===== config.mk =====
export PLATFORM = sky130hd
export DESIGN_NAME = user_input_ctrl
export DESIGN_NICKNAME = d
export VERILOG_FILES = /design/src/rtl/user_input_ctrl.sv
export SDC_FILE = /design/constraint.sdc
export NUM_CORES = 1
export LEC_CHECK = 0
export CAP_MARGIN = 20
export CORE_ASPECT_RATIO = 0.8
export CORE_UTILIZATION = 30
export DETAILED_ROUTE_END_ITERATION = 8
export DONT_BUFFER_PORTS = 1
export GPL_TIMING_DRIVEN = 0
export SLEW_MARGIN = 40
export SYNTH_ARGS = -nofsm -noshare
export SYNTH_HDL_FRONTEND = slang
export SYNTH_SLANG_ARGS = --single-unit

===== constraint.sdc =====
create_clock -name clk -period 4.8 [get_ports clk]
set_input_delay 0.96 -clock clk [delete_from_list [all_inputs] [get_ports clk]]
set_output_delay 0.96 -clock clk [all_outputs]
set_load 0.1 [all_outputs]

===== src/rtl/user_input_ctrl.sv =====
// Confirm-button input capture for the CPU input instruction: synchronises SW/KEY,
// debounces KEY, and latches the switch value on a stable press while a request is open.
module user_input_ctrl #(
   parameter int SW_WIDTH        = 16,
   parameter int DEBOUNCE_CYCLES = 500000
) (
   input  logic                clk,
   input  logic                reset_n,
   input  logic                halt,
   input  logic                input_req,
   input  logic [SW_WIDTH-1:0] SW,
   input  logic                KEY,
   output logic [31:0]         data_out,
   output logic                data_valid,
   output logic                waiting,
   output logic [31:0]         live_value
);

   localparam int CNT_W = (DEBOUNCE_CYCLES > 1) ? $clog2(DEBOUNCE_CYCLES) : 1;
   localparam logic [CNT_W-1:0] CNT_MAX = CNT_W'(DEBOUNCE_CYCLES - 1);

   typedef enum logic [1:0] {
      S_IDLE = 2'd0,
      S_WAIT = 2'd1,
      S_HOLD = 2'd2
   } state_t;

   logic                r_key_s1, r_key_s2;
   logic [SW_WIDTH-1:0] r_sw_s1, r_sw_s2;
   logic                r_key_stable, r_key_stable_d;
   logic [CNT_W-1:0]    r_cnt;
   logic                r_press_evt;
   state_t              r_state, w_next;
   logic [31:0]         r_data_out;
   logic                r_data_valid, r_waiting;
   logic                w_capture;

   always_ff @(posedge clk or negedge reset_n) begin
      if (!reset_n) begin
         r_key_s1 <= 1'b1;
         r_key_s2 <= 1'b1;
         r_sw_s1  <= '0;
         r_sw_s2  <= '0;
      end else begin
         r_key_s1 <= KEY;
         r_key_s2 <= r_key_s1;
         r_sw_s1  <= SW;
         r_sw_s2  <= r_sw_s1;
      end
   end

   // A level is accepted only after DEBOUNCE_CYCLES consecutive differing samples.
   always_ff @(posedge clk or negedge reset_n) begin
      if (!reset_n) begin
         r_key_stable   <= 1'b1;
         r_key_stable_d <= 1'b1;
         r_cnt          <= '0;
         r_press_evt    <= 1'b0;
      end else begin
         if (r_key_s2 == r_key_stable) begin
            r_cnt <= '0;
         end else if (r_cnt == CNT_MAX) begin
            r_key_stable <= r_key_s2;
            r_cnt        <= '0;
         end else begin
            r_cnt <= r_cnt + 1'b1;
         end
         r_key_stable_d <= r_key_stable;
         r_press_evt    <= r_key_stable_d & ~r_key_stable;
      end
   end

   always_ff @(posedge clk or negedge reset_n) begin
      if (!reset_n) r_state <= S_IDLE;
      else          r_state <= w_next;
   end

   always_comb begin
      w_next = r_state;
      case (r_state)
         S_IDLE: if (input_req && !halt) w_next = S_WAIT;
         S_WAIT: begin
            if (halt || !input_req) w_next = S_IDLE;
            else if (r_press_evt)   w_next = S_HOLD;
         end
         S_HOLD: if (halt || !input_req) w_next = S_IDLE;
         default: w_next = S_IDLE;
      endcase
   end

   assign w_capture = (r_state == S_WAIT) && !halt && input_req && r_press_evt;

   always_ff @(posedge clk or negedge reset_n) begin
      if (!reset_n) begin
         r_data_out   <= '0;
         r_data_valid <= 1'b0;
         r_waiting    <= 1'b0;
      end else begin
         if (w_capture) r_data_out <= 32'(r_sw_s2);
         r_data_valid <= w_capture;
         r_waiting    <= (w_next == S_WAIT);
      end
   end

   assign data_out   = r_data_out;
   assign data_valid = r_data_valid;
   assign waiting    = r_waiting;
   assign live_value = 32'(r_sw_s2);

endmodule

# [Yosys cells after proc, flatten, opt, wreduce, memory -nomap -nowiden]
# Cells that the tools add are included.
[word_totals] wordCells=37 reg_bits=76 inputBits=21 output_inout_bits=66
[classes] n_addsub=1 eq_ne=5 bitwise=3 reduce_logical=9 mux=7
[op_table] op="$mux 19" count=2
[op_table] op="$add 19x1->19 const B" count=1
[op_table] op="$eq 19x19->1 const B" count=1
[op_table] op="$mux 2" count=4
[op_table] op="$pmux 2 s3" count=1
[op_table] op="$eq 2x1->1 const B" count=2
[op_table] op="$logic_and 1x1->1" count=4
[op_table] op="$eq 2x2->1 const B" count=1
[op_table] op="$logic_not 1->1" count=2
[op_table] op="$logic_not 2->1" count=1
[op_table] op="$not 1->1" count=2
[op_table] op="$reduce_and 2->1" count=1
[op_table] op="$and 1x1->1" count=1
[op_table] op="$eq 1x1->1" count=1
[op_table] op="$logic_or 1x1->1" count=1

# [Longest topological paths before layout]
[logic_depth] word_depth=5 depth_mapped=5 depth_no_buf=5

# [Worst setup path before layout]
# Ideal clock, no wire load.
[synth_path] path_type="input to register" from="in halt" to="reg r_data_out[10] (netlist: data_out[10])" required_time_ns=4.674 setup_slack_ns=2.436 t_arrival_ns=2.238 path_buffers=1 setup_ns=0.126 stages=4 path_cell_list="or3b_2 -> nor2_2 -> buf_4 -> mux2_2"
[synth_via] elab_chain_len=4
[synth_lines] element="start, declared" line_no="9" text="input logic halt,"
[synth_lines] element="$logic_not 1->1" line_no="91" text="assign w_capture = (r_state == S_WAIT) && !halt && input_req && r_press_evt;"
[synth_lines] element="$logic_and 1x1->1 (3 in a row)" line_no="91"
[synth_lines] element="net w_capture" line_no="36" text="logic w_capture;"
[synth_lines] element="end signal, assigned" line_no="99" text="if (w_capture) r_data_out <= 32'(r_sw_s2);"
[synth_lines] element="end, declared" line_no="34" text="logic [31:0] r_data_out;"
# The timed path passes the listed nets, and every way through them passes these cells.
# A chain may end at the register's enable or synchronous reset.

# [Final worst setup path]
# Same ends and word-level chain as after synthesis.

==> metrics.md <==
| Metric | Value |
|---|---|
| #FFs+latches synth | `76` |
| Cell Area, Synth | `about 0.0029 mm2` |
| Cell with the most instances after synthesis | `dfrtp_1` |
| Clock Skew | `0.00643 ns` |
| Crit. End Element | `flop` |
| Maximum clock insertion buffer count | `2` |
| DIE WIDTH | `~110 um` |
| Worst Path Required | `around 5.0 ns` |
| Crit path kind | `in -> reg` |
| Initial Util | `approximately a third` |
| Syn Area/Cell | `~13 um2` |
| Hold_buf cts | `0` |
| Initial antenna violation count | `0` |
| Clk pwr share | `roughly 43%` |
| Most instantiated cells after synthesis | `72 x dfrtp_1, 33 x buf_4, 19 x nor2_1` |
| Slew @ Worst Pin | `between 0.8 and 0.9 ns` |
| Sw frac | `between 20% and 30%` |
| Final Hold Vio Count | `0` |
| Peak supply drop | `around 0.25 mV` |
| Psw | `around 0.42 mW` |
| Synth top area cells | `dfrtp_1 62%, buf_4 8.6%, mux2_2 6.6%, xnor2_1 3.9%, dfstp_2 3.6%` |
| Post-synth EDFFs | `0` |
| Clk sink count | `76` |
| Hold crit path type | `in -> async` |
| Tot Pwr | `approximately 1.5 mW` |
| Core area | `0.00919 mm2` |
| PostCTS Resize Cnt | `0` |
| Share of async-settable or async-resettable flops after synthesis | `100%` |
| Worst-path maximum fanout | `10` |
| Internal | `between 1 and 1.5 mW` |
| PD cells | `431 mW/mm2` |
| Die ar. | `0.0100 mm2` |
| Post-synth top area share | `about 62%` |
| Buffers on Ports | `0` |
| Netlist cell types | `31` |
| Largest net degree at the start of global routing | `77` |
| Final setup fails | `0` |
| Hpwl dp | `between 3000 and 4000 um` |
| Most used DFF post-synth | `dfrtp_1` |
| Root Driver | `clkbuf_16` |
| Num CTS Buffers | `9` |
| Global-route wire length before repair | `between 7000 and 8000 um` |
| Final Critical Period | `around 2.2 ns` |
| Cells after Synth | `216` |
| Post-route ant nets | `0` |
| Logic pwr share | `a little under a tenth` |
| Synth Warn # | `0` |
| Drt first pass iters | `6` |
| Max Cap Viol | `0` |
| Failing checks | `design-rule violations` |
| Via-to-Cell Ratio | `4.05` |
| Fin. max-slew vios | `0` |
| P&R area growth vs syn | `22.1%` |
| CP arrival | `~2.4 ns` |
| Startpoint Class | `input pin` |
| # DRC | `8` |
| Remaining Overflow, GRT | `0` |
| Skew-Pair Late Insertion Delay | `between 0.3 and 0.4 ns` |
| Detailed-route wire length per cell | `12.0 um` |
| CTS clk-pin slew, worst paths | `about 0.06 ns` |
| Nets | `284` |
| Outcome | `finished with violations` |
| RSZ-0062 raised after global routing | `false` |
| Cell taking the most area after synthesis | `dfrtp_1` |
| Sequential area share after synthesis | `approximately two thirds` |
| Period utilization | `46.3%` |
| Post-CTS Repair Setup Buffers | `0` |
| Leakage Power | `~1.6 nW` |
| Antenna cells | `0` |
| Vias after detailed routing | `1548` |
| Setup_tns | `0 ns` |
| Gr usage total | `9.75%` |
| Number of global-route vias before repair | `around 1500` |
| Max Fclk | `around 450 MHz` |
| Register share of total power | `47.3%` |
| Final Wtd Congestion | `0.771` |
| Boundary Pins | `87` |
| H-tree Lvls | `3` |
| Max transition margin | `about two fifths` |
| Share of layout cells above drive strength 1 | `a little over a third` |
| Final WL | `~4600 um` |
| CTS tree | `built` |
| Die Ht | `~90 um` |
| Num rows | `31` |
| Starting DRT DRC Count | `just under 100` |
worst max-delay path, stage by stage:
cell    delay, ns
or3b_2       0.47
nor2_2       0.36
buf_4        0.28
mux2_2       0.35
flip-flops by register name, summed over array words and instances (netlist names):
| name | cells |
|---|---|
| r_cnt | 19 |
| r_key_s1 | 1 |
| r_key_stable | 1 |
| data_valid | 1 |
| r_sw_s2 | 16 |
| r_sw_s1 | 16 |
| r_key_s2 | 1 |
| r_key_stable_d | 1 |
| r_press_evt | 1 |
| waiting | 1 |
| data_out | 16 |
| r_state | 2 |
layout make-up:
cell class,instances,area [um2]
inverter,6,22.5
multi-input combinational,131,827
buffer,34,253
clock buffer,12,246
timing repair buffer,4,60.1
fill,872,5660
tap,115,144
clock inverter,4,48.8
sequential,76,1930
through the flow:
step           hold WS, ns  instance area [um2]  std cells  setup WS, ns  util [%]
4_1_cts              0.310                 3490        380          2.55      37.9
3_5_place_dp         0.336                 3190        364          2.20      34.7
5_1_grt              0.306                 3530        382          2.48      38.4
6_report             0.325                 3530        382          2.58      38.4
3_3_place_gp         0.332                 3150        362          2.22      34.3
2_1_floorplan        0.331                 3010        247          2.44         -
worst paths after layout:
path | from | end | slack [ns] | cells after the start
setup / recovery | halt | data_out[10] | 2.58 | 4
setup reg to reg | r_cnt[11] | r_cnt[14] | 2.65 | 5
hold / removal | reset_n | data_out[2] | 0.33 | 0
min in group clk | r_sw_s1[5] | r_sw_s2[5] | 0.35 | 0
max in group asynchronous | reset_n | r_key_s1 | 4.30 | 0
hold reg to reg | r_sw_s1[5] | r_sw_s2[5] | 0.35 | 0
cells in the final DEF, fill, tap and decap left out, drive strengths merged:
cell    synthesis  routed
nor4            4       4
conb            1      32
o21ai           3       3
nor3b           2       2
mux2           17      17
clkinv          0       2
buf            34      36
clkbuf          0      14
a31o            1       1
nor2           20      20
and2            1       1
xnor2          13      13
or3b            1       1
nor2b           2       2
a21oi           5       5
nand3           6       6
mux2i           1       1
bufinv          0       1
nand4b          1       1
nor3            4       4
dfstp           4       4
ha              1       1
nand4           6       6
inv             6       7
nand2           4       4
xor2            2       2
dfrtp          72      72
nor4b           2       2
or3             2       2
or4             1       1
power groups by stage:
| stage | clock network (mW) | logic, mW | registers [mW] |
|---|---|---|---|
| 3_3_place_gp | 0 | 0.137 | 0.734 |
| 2_1_floorplan | 0 | 0.136 | 0.732 |
| 3_5_place_dp | 0 | 0.137 | 0.735 |
| 5_1_grt | 0.705 | 0.148 | 0.723 |
| 4_1_cts | 0.681 | 0.137 | 0.724 |
| 6_report | 0.659 | 0.144 | 0.721 |
kinds of logic after synthesis:
group | Yosys count | share of synthesized area (%)
muxes | 18 | 6.96
adders and majority gates | 1 | 0.432
buffers and inverters | 40 | 9.52
xor gates and xnor gates | 15 | 4.54
DFF | 76 | 65.9
other | 1 | 0.130
and+or+nand+nor | 56 | 10.8
AOI/OAI and AO/OA | 9 | 1.69
metal layers:
metal	track usage [%]	vias up	share of wire, %
met4	4.05	0	1.2
li1	-	751	-
met5	0	-	0
met1	12.0	745	45
met3	4.92	5	7.7
met2	14.4	47	46
(Power assumes the default switching activity.)
